==> src/rtl/tri_wave_gen_if.sv <==
// rtl/tri_wave_gen_if.sv - config and sample bundle for tri_wave_gen (offset field under TRI_WAVE_GEN_OFFSET_EN)
interface tri_wave_gen_if #(
   parameter int data_width  = 12,
   parameter int range_width = 10
);
   logic                          enable;
   logic signed [data_width-1:0]  peak;
   logic        [data_width-2:0]  step;
   logic        [range_width-1:0] hold;
`ifdef TRI_WAVE_GEN_OFFSET_EN
   logic signed [data_width-1:0]  offset;
`endif
   logic signed [data_width-1:0]  data_out;
   logic                          period_start;
   logic                          peak_flag;
   logic                          err;

   // Config source side: drives run request and waveform settings, observes samples.
   modport master (
`ifdef TRI_WAVE_GEN_OFFSET_EN
      output offset,
`endif
      output enable, peak, step, hold,
      input  data_out, period_start, peak_flag, err
   );

   // Generator side.
   modport slave (
`ifdef TRI_WAVE_GEN_OFFSET_EN
      input  offset,
`endif
      input  enable, peak, step, hold,
      output data_out, period_start, peak_flag, err
   );
endinterface

==> src/rtl/tri_wave_gen.sv <==
// rtl/tri_wave_gen.sv - signed triangle-wave source with dwell, strobes and optional offset (TRI_WAVE_GEN_OFFSET_EN)
module tri_wave_gen #(
   parameter int data_width  = 12,
   parameter int range_width = 10
) (
   input logic           clk_in,
   input logic           rst_n,
   tri_wave_gen_if.slave bus
);
   localparam int sw = data_width + 1;

   typedef enum logic [2:0] {IDLE, LO, RISE, HI, FALL} state_t;

   state_t                        state_q, state_d;
   logic signed [data_width-1:0]  ramp_q, ramp_d;
   logic signed [data_width-1:0]  peak_l, peak_d;
   logic        [data_width-2:0]  step_l, step_d;
   logic        [range_width-1:0] hold_l, hold_d;
   logic        [range_width-1:0] cnt_q, cnt_d;
   logic signed [data_width-1:0]  out_q, out_d;
   logic                          ps_q, ps_d, pf_q, pf_d, err_q, err_d;
   logic                          cfg_ok, lo_entry, hi_entry;
   logic signed [sw-1:0]          sum_w, diff_w, peak_w, npeak_w;
`ifdef TRI_WAVE_GEN_OFFSET_EN
   logic signed [data_width-1:0]  offset_l, offset_d;
   logic signed [sw-1:0]          biased_w;
`endif

   // Ramp arithmetic is one bit wider than the sample so overshoot is seen before clamping.
   always_comb begin
      cfg_ok  = (bus.peak > 0) && (bus.step != '0);
      peak_w  = {peak_l[data_width-1], peak_l};
      npeak_w = -peak_w;
      sum_w   = {ramp_q[data_width-1], ramp_q} + $signed({2'b00, step_l});
      diff_w  = {ramp_q[data_width-1], ramp_q} - $signed({2'b00, step_l});
   end

   // Next-state, next-sample and strobe decode; the registered outputs follow the next state.
   always_comb begin
      state_d  = state_q;
      ramp_d   = ramp_q;
      peak_d   = peak_l;
      step_d   = step_l;
      hold_d   = hold_l;
      cnt_d    = cnt_q;
      ps_d     = 1'b0;
      pf_d     = 1'b0;
      err_d    = 1'b0;
      lo_entry = 1'b0;
      hi_entry = 1'b0;
`ifdef TRI_WAVE_GEN_OFFSET_EN
      offset_d = offset_l;
      biased_w = '0;
`endif
      if (!bus.enable) begin
         state_d = IDLE;
         ramp_d  = '0;
      end else begin
         case (state_q)
            IDLE: lo_entry = 1'b1;
            LO: begin
               if (cnt_q != hold_l) cnt_d = cnt_q + {{(range_width-1){1'b0}}, 1'b1};
               else if (sum_w >= peak_w) hi_entry = 1'b1;
               else begin
                  state_d = RISE;
                  ramp_d  = sum_w[data_width-1:0];
               end
            end
            RISE: begin
               if (sum_w >= peak_w) hi_entry = 1'b1;
               else ramp_d = sum_w[data_width-1:0];
            end
            HI: begin
               if (cnt_q != hold_l) cnt_d = cnt_q + {{(range_width-1){1'b0}}, 1'b1};
               else if (diff_w <= npeak_w) lo_entry = 1'b1;
               else begin
                  state_d = FALL;
                  ramp_d  = diff_w[data_width-1:0];
               end
            end
            FALL: begin
               if (diff_w <= npeak_w) lo_entry = 1'b1;
               else ramp_d = diff_w[data_width-1:0];
            end
            default: begin
               state_d = IDLE;
               ramp_d  = '0;
            end
         endcase

         // Reaching the top saturates to the latched peak and counts as the first dwell cycle.
         if (hi_entry) begin
            state_d = HI;
            ramp_d  = peak_l;
            cnt_d   = '0;
            pf_d    = 1'b1;
         end

         // Every bottom entry re-latches the config; a bad config parks in IDLE with err.
         if (lo_entry) begin
            if (cfg_ok) begin
               state_d = LO;
               peak_d  = bus.peak;
               step_d  = bus.step;
               hold_d  = bus.hold;
               ramp_d  = -bus.peak;
               cnt_d   = '0;
               ps_d    = 1'b1;
`ifdef TRI_WAVE_GEN_OFFSET_EN
               offset_d = bus.offset;
`endif
            end else begin
               state_d = IDLE;
               ramp_d  = '0;
               err_d   = 1'b1;
            end
         end
      end

      if (state_d == IDLE) begin
         out_d = '0;
      end else begin
`ifdef TRI_WAVE_GEN_OFFSET_EN
         biased_w = {ramp_d[data_width-1], ramp_d} + {offset_d[data_width-1], offset_d};
         if (biased_w[sw-1] != biased_w[sw-2])
            out_d = biased_w[sw-1] ? {1'b1, {(data_width-1){1'b0}}} : {1'b0, {(data_width-1){1'b1}}};
         else
            out_d = biased_w[data_width-1:0];
`else
         out_d = ramp_d;
`endif
      end
   end

   // State and output registers; reset overrides a simultaneous enable.
   always_ff @(posedge clk_in) begin
      if (!rst_n) begin
         state_q  <= IDLE;
         ramp_q   <= '0;
         peak_l   <= '0;
         step_l   <= '0;
         hold_l   <= '0;
         cnt_q    <= '0;
         out_q    <= '0;
         ps_q     <= 1'b0;
         pf_q     <= 1'b0;
         err_q    <= 1'b0;
`ifdef TRI_WAVE_GEN_OFFSET_EN
         offset_l <= '0;
`endif
      end else begin
         state_q  <= state_d;
         ramp_q   <= ramp_d;
         peak_l   <= peak_d;
         step_l   <= step_d;
         hold_l   <= hold_d;
         cnt_q    <= cnt_d;
         out_q    <= out_d;
         ps_q     <= ps_d;
         pf_q     <= pf_d;
         err_q    <= err_d;
`ifdef TRI_WAVE_GEN_OFFSET_EN
         offset_l <= offset_d;
`endif
      end
   end

   assign bus.data_out     = out_q;
   assign bus.period_start = ps_q;
   assign bus.peak_flag    = pf_q;
   assign bus.err          = err_q;
endmodule

==> src/flat_wrapper.sv <==
// flat-port wrapper written by rule: the top's interface ports become plain ports
module tri_wave_gen_flat 
#(
   parameter int data_width  = 12,
   parameter int range_width = 10
)
  (clk_in, rst_n, bus_enable, bus_peak, bus_step, bus_hold, bus_data_out, bus_period_start, bus_peak_flag, bus_err);
  tri_wave_gen_if #(.data_width(data_width), .range_width(range_width)) bus_i ();
  input logic clk_in;
  input logic rst_n;
  input wire logic [$bits(bus_i.enable)-1:0] bus_enable;
  input wire logic [$bits(bus_i.peak)-1:0] bus_peak;
  input wire logic [$bits(bus_i.step)-1:0] bus_step;
  input wire logic [$bits(bus_i.hold)-1:0] bus_hold;
  output wire logic [$bits(bus_i.data_out)-1:0] bus_data_out;
  output wire logic [$bits(bus_i.period_start)-1:0] bus_period_start;
  output wire logic [$bits(bus_i.peak_flag)-1:0] bus_peak_flag;
  output wire logic [$bits(bus_i.err)-1:0] bus_err;
  assign bus_i.enable = bus_enable;
  assign bus_i.peak = bus_peak;
  assign bus_i.step = bus_step;
  assign bus_i.hold = bus_hold;
  assign bus_data_out = bus_i.data_out;
  assign bus_period_start = bus_i.period_start;
  assign bus_peak_flag = bus_i.peak_flag;
  assign bus_err = bus_i.err;
  tri_wave_gen #(.data_width(data_width), .range_width(range_width)) u_core (.clk_in(clk_in), .rst_n(rst_n), .bus(bus_i));
endmodule
==> config.mk <==
export PLATFORM = sky130hd
export DESIGN_NAME = tri_wave_gen_flat
export DESIGN_NICKNAME = d
export VERILOG_FILES = /design/src/rtl/tri_wave_gen_if.sv /design/src/rtl/tri_wave_gen.sv /design/src/flat_wrapper.sv
export SDC_FILE = /design/constraint.sdc
export NUM_CORES = 1
export LEC_CHECK = 0
export CAP_MARGIN = 15
export CORE_ASPECT_RATIO = 2
export CORE_MARGIN = 1
export CORE_UTILIZATION = 50
export CTS_BUF_LIST = sky130_fd_sc_hd__clkbuf_16
export CTS_CLUSTER_SIZE = 25
export DETAILED_ROUTE_END_ITERATION = 8
export PLACE_DENSITY = 0.75
export SYNTH_ARGS = -nofsm -noshare
export SYNTH_HDL_FRONTEND = slang
export SYNTH_SLANG_ARGS = --single-unit
export TNS_END_PERCENT = 10
==> constraint.sdc <==
create_clock -name clk_in -period 7.6 [get_ports clk_in]
set_clock_uncertainty 0.2 [all_clocks]
set_input_delay 0.76 -clock clk_in [delete_from_list [all_inputs] [get_ports clk_in]]
set_output_delay 0.76 -clock clk_in [all_outputs]
set_load 0.03 [all_outputs]
======== Yosys cells after proc, flatten, opt, wreduce, memory -nomap -nowiden ========
Cells that the tools add are included.
word-level totals
  logic and storage cells ................. 68
  bits of input ports ..................... 36
  output and inout bits ................... 15
  register bits after elaboration ......... 73
operators by class
  equal/unequal tests ..................... 5
  order comparisons ....................... 3
  add/subtract/negate cells ............... 5
  reductions and logical operators ........ 10
  bitwise operators ....................... 1
  mux-type cells .......................... 34
operators by type and width
  cell                                                                               number
  12-bit two-way mux                                                                 8
  12-bit one-hot mux with 5 select lines                                             1
  10-bit two-way mux                                                                 5
  3-bit two-way mux                                                                  7
  12-bit by 12-bit adder with 13-bit output                                          1
  13-bit by 12-bit greater-or-equal comparator with 1-bit output                     1
  13-bit <= comparator                                                               1
  12-bit negator with 13-bit output                                                  1
  12-bit by 12-bit subtractor with 13-bit output                                     1
  12-bit by 1-bit greater-than comparator with 1-bit output (second input constant)  1
  12-bit negator                                                                     1
  11-bit nonzero test                                                                1
  10-bit by 1-bit adder with 10-bit output (second input constant)                   1
  1-bit two-way mux                                                                  10
  10-bit != test                                                                     1
  3-bit one-hot mux with 3 select lines                                              1
  3-bit by 2-bit equality test with 1-bit output (second input constant)             2
  3-bit zero test                                                                    2
  3-bit AND reduction                                                                2
  2-bit OR reduction                                                                 2
  3-bit by 1-bit equality test with 1-bit output (second input constant)             1
  3-bit equality test (second input constant)                                        1
  1-bit one-hot mux with 3 select lines                                              1
  3-bit OR reduction                                                                 1
  4 further kinds                                                                    4

======== Depth between registers and ports, before layout ========
  depth in word-level cells ............... 11
  gate-level depth with buffers ........... 22
  gate-level depth less buffers ........... 22

======== Least setup slack after synthesis ========
No wires, ideal clock.
  kind .................................... reg-to-reg
  from .................................... register u_core.ramp_q[0]
  to ...................................... register u_core.out_q[3], in the netlist u_core.bus.data_out[3]
  data required time ...................... 7.267 ns
  data arrival time ....................... 4.033 ns
  clock period less this slack ............ 4.367 ns
  path buffers ............................ 2
  setup time .............................. 0.133 ns
  path slack .............................. 3.233 ns
  stages on the path, launching flop included .. 23
  cells stage by stage .................... dfxtp_1 inv_1 ha_1 fa_1 nor2b_1 o31a_1 o21ai_1 a211o_1 a21o_1 a21oi_1 o21bai_1 ha_1 nand4_1 nor3_1 o21ai_0 a31oi_1 buf_2 buf_4 nor2_1 a22oi_1 o21ai_1 a221oi_1 o22ai_1
between the ends
  word-level cells in the longest chain between the ends .. 11
  elaborated cells between the ends (all ways) .. 30
  classes of those cells .................. add/sub (2); order compare (2); mux (24); reduce/logical (2)
RTL lines
  element                                                         line                                    text
  start, declared                                                 tri_wave_gen.sv:15                      logic signed [data_width-1:0] ramp_q, ramp_d;
  start signal, assigned                                          tri_wave_gen.sv:153                     ramp_q <= ramp_d;
  12-bit by 12-bit adder with 13-bit output                       tri_wave_gen.sv:34                      sum_w = {ramp_q[data_width-1], ramp_q} + $signed({2'b00, step_l});
  13-bit by 12-bit greater-or-equal comparator with 1-bit output  tri_wave_gen.sv:63, tri_wave_gen.sv:70
  1-bit two-way mux                                               tri_wave_gen.sv:63, tri_wave_gen.sv:70
  1-bit two-way mux                                               tri_wave_gen.sv:62                      if (cnt_q != hold_l) cnt_d = cnt_q + {{(range_width-1){1'b0}}, 1'b1};
  1-bit one-hot mux with 2 select lines                           tri_wave_gen.sv:59                      case (state_q)
  1-bit two-way mux                                               tri_wave_gen.sv:55                      if (!bus.enable) begin
  3-bit two-way mux                                               tri_wave_gen.sv:92                      if (hi_entry) begin
  3-bit two-way mux                                               tri_wave_gen.sv:100                     if (lo_entry) begin
  3-bit two-way mux                                               tri_wave_gen.sv:55
  3-bit zero test                                                 tri_wave_gen.sv:120                     if (state_d == IDLE) begin
  2-bit OR reduction (no line)                                    n/a
  end signal, assigned                                            tri_wave_gen.sv:158                     out_q <= out_d;
  end, declared                                                   tri_wave_gen.sv:20                      logic signed [data_width-1:0] out_q, out_d;
Parallel ways exist; a longest one is shown, timed or not. The select of a mux whose other input is x is not followed.
A chain may end at the register's enable or synchronous reset.

======== Worst setup path after layout ========
  from .................................... register u_core.step_l[1]
  to ...................................... register u_core.out_q[11], in the netlist u_core.bus.data_out[11]
between the ends
  word-level cells in the longest chain between the ends .. 11
  elaborated cells between the ends (all ways) .. 30
  classes of those cells .................. add/sub (2); order compare (2); mux (24); reduce/logical (2)
RTL lines
  element                                                         line                                    text
  start, declared                                                 tri_wave_gen.sv:17                      logic [data_width-2:0] step_l, step_d;
  start signal, assigned                                          tri_wave_gen.sv:155                     step_l <= step_d;
  12-bit by 12-bit adder with 13-bit output                       tri_wave_gen.sv:34
  13-bit by 12-bit greater-or-equal comparator with 1-bit output  tri_wave_gen.sv:63, tri_wave_gen.sv:70
  1-bit two-way mux                                               tri_wave_gen.sv:63, tri_wave_gen.sv:70
  1-bit two-way mux                                               tri_wave_gen.sv:62
  1-bit one-hot mux with 2 select lines                           tri_wave_gen.sv:59
  1-bit two-way mux                                               tri_wave_gen.sv:55
  3-bit two-way mux                                               tri_wave_gen.sv:92
  3-bit two-way mux                                               tri_wave_gen.sv:100
  3-bit two-way mux                                               tri_wave_gen.sv:55
  3-bit zero test                                                 tri_wave_gen.sv:120
  2-bit OR reduction (no line)                                    n/a
Parallel ways exist; a longest one is shown, timed or not. The select of a mux whose other input is x is not followed.

==> flow_summary.ini <==
[place]
port_buffers = 50
place_inst = 887
gp_congestion = 0.983
dp_slack_ns = 2.29
placed_area_mm2 = 0.00620
dp_hpwl_um = 15300

[routing]
drt-total-wl_um = 18800
route.antenna.remaining_nets = 0
vias = 5532
avgViaCountPerCell = 6.11
wl_per_cell_um = 20.7
drc = 0
drtPass1Iterations = 5
first_iter_violations = 267

[setup_path]
r2r_cells = 18
worst-endpoint-arrival_ns = 5.30
cp-startpoint = u_core.step_l[1]
path_cells = inv_1 -> ha_1 -> nor2b_1 -> o21ai_0 -> nand3b_1 -> a21o_1 -> a221oi_1 -> xnor2_1 -> ha_1 -> nand4_1 -> nor4_1 -> nor4b_1 -> o21ai_0 -> or2_1 -> and2_1 -> a22o_1 -> a2111oi_4 -> nor3_1
r2r_slack_ns = 2.31
max_stage_delay_ns = 0.59
critical_path.endpoint = u_core.bus.data_out[11]
crit_fanout = 9
start_kind = register
r2r-end = u_core.bus.data_out[11]
end_kind = register
worstReg2RegStart = u_core.step_l[1]
critical_path_class = reg2reg
crit_path_top_delay_cell = a221oi_1
cp.required_ns = 7.62

[synth]
synth_top_family_by_area = compound AO/OA/AOI/OAI gates
synthArstFlopShare_pct = 0
synth_edf_count = 0
ys_types = 77
synth_cells = 721
synthMuxAreaShare_pct = 0.378
ys_seq_area_share_pct = 26.0
syn_nets = 810
synth_compound_area_share_pct = 26.4
syn-cell-area_mm2 = 0.00562
synth-xor-area-share_pct = 6.54
synth-simple-area-share_pct = 23.5
synth_warnings = 0
synthAdderAreaFrac_pct = 12.1
avgSynthCellArea_um2 = 7.80
ys_ff_latch = 73
ys.flop_type = dfxtp_1

[sta]
max_freq_mhz = 189
worstMarginPinSlew_ns = 0.927
fin_crit_ns = 5.29
whs_ns = 0.275
timing.final.hold_violations = 0
setup_viol = 0
slew_headroom_pct = 37.5
setup_slack_ns = 2.31
min_period_over_period_pct = 69.5
slew_violations = 0
fin_tns_setup_ns = 0
rsz0062_at_grt = no

[global_route]
grt_remaining_overflow = 0
grt_pass1_vias = 5568
grt_max_degree = 40
grt_pass1_wl_um = 29000
antenna_found_initial = 1
grt_usage_pct = 32.8

[power_and_ir_drop]
p_total_mw = 1.43
leakagePower_nw = 2.66
powerDensity_mw_per_mm2 = 217
vdd_drop_max_mv = 0.224

[final_layout]
syn2layout_area_growth_pct = 16.8
finish.instance_area_mm2 = 0.00657
mostFrequentLayoutCells = 108 x nand2_1, 73 x dfxtp_1, 51 x ha_1
num-nets-final = 848
fin_util_pct = 60.0
instances_no_fill = 905
final_common_cell = nand2_1
drive_above_1_share_pct = 6.15

[clock_network]
path_clk_slew_ns = 0.06
cts_setup_buffers = 0
clkSinkCount = 73
cts_hold_buf = 0
h-tree-depth = 3
clkLatencyLatePin_ns = 0.34
cts_buffer_depth = 2
cts-root-buf = clkbuf_16
cts_tree = built
numCtsBuffers = 9
cts_resized = 0

[floorplan]
core_mm2 = 0.0109
die_w_um = 77.0
rows = 54
dieArea_mm2 = 0.0117
ios = 51
die_h_um = 152
start_util_pct = 51.4

[hold_path]
hold_path_class = reg2reg

[flow_run]
drv_cap = 0

[run_status]
status = finished, final reports clean
[worst max-delay path, delay by kind of cell, from the launching register on]
kind | cells | cell delay, ns
AND/OR/NAND/NOR | 8 | 1.87
flip-flops | 1 | 0.48
XOR/XNOR | 1 | 0.14
buffers and inverters | 1 | 0.10
adder cells (fa/ha/maj) | 2 | 0.63
AO/OA/AOI/OAI | 6 | 1.75
[routing by layer]
layer  GRT usage [%]  vias to the layer above  part of all wire, %
met2            62.5                      178                   54
li1                -                     2643                    -
met1            28.1                     2609                   33
met5               0                        -                    0
met4            29.6                        0                   10
met3            5.17                      102                  3.5
[cells by family (layout without fill, tap and decap cells)]
group,after synthesis,count (layout)
buf+inv,69,112
mux,2,2
simple gates,269,269
compound gates,213,213
other cells,0,1
xor+xnor,42,42
fa+ha+maj,53,53
flops,73,73
[cells in the mapped netlist, drive strengths merged, types with 14 or more instances]
cell,number,area share [%]
xor2,19,3.0
o21ai,53,4.7
nor2b,17,2.0
nor2,43,3.0
a21boi,34,4.5
nand3,19,1.8
o22ai,15,1.7
nand2,109,7.3
nand2b,14,1.6
dfxtp,73,26
inv,38,2.5
nor3,19,1.9
clkbuf,18,1.2
ha,51,11
xnor2,23,3.6
a21oi,37,3.4
[state kept, by name, indices dropped and copies added (netlist names)]
| name | count |
|---|---|
| u_core.step_l | 11 |
| u_core.state_q | 3 |
| u_core.cnt_q | 10 |
| u_core.bus.peak_flag | 1 |
| u_core.bus.data_out | 12 |
| u_core.hold_l | 10 |
| u_core.bus.err | 1 |
| u_core.peak_l | 12 |
| u_core.bus.period_start | 1 |
| u_core.ramp_q | 12 |
[power breakdown]
group	internal, mW	total (mW)	switching, mW
Sequential	0.399	0.419	0.0199
Clock	0.318	0.481	0.163
Combinational	0.200	0.525	0.325
Total	0.917	1.43	0.508
[cell type report]
cell class              instances  area [um2]
multi-input cells             579        3870
clock inverters                 7         110
repair buffers                 57         573
fillers                      1043        4380
clock buffers                   9         225
diodes                          1        2.50
well taps                     140         175
inverters                      39         148
flip-flops and latches         73        1460
[how the worst min path moves through the flow]
stage               cells past startpoint         startpoint                end  slack [ns]
CTS                                     2   u_core.hold_l[1]   u_core.hold_l[1]        0.28
global placement                        2   u_core.hold_l[0]   u_core.hold_l[0]        0.26
detailed placement                      2   u_core.hold_l[1]   u_core.hold_l[1]        0.27
global route                            2   u_core.hold_l[3]   u_core.hold_l[3]        0.29
finish                                  2   u_core.step_l[3]   u_core.step_l[3]        0.27
floorplan                               2  u_core.step_l[10]  u_core.step_l[10]        0.25
No activity file was read; power rests on OpenSTA's default activity.
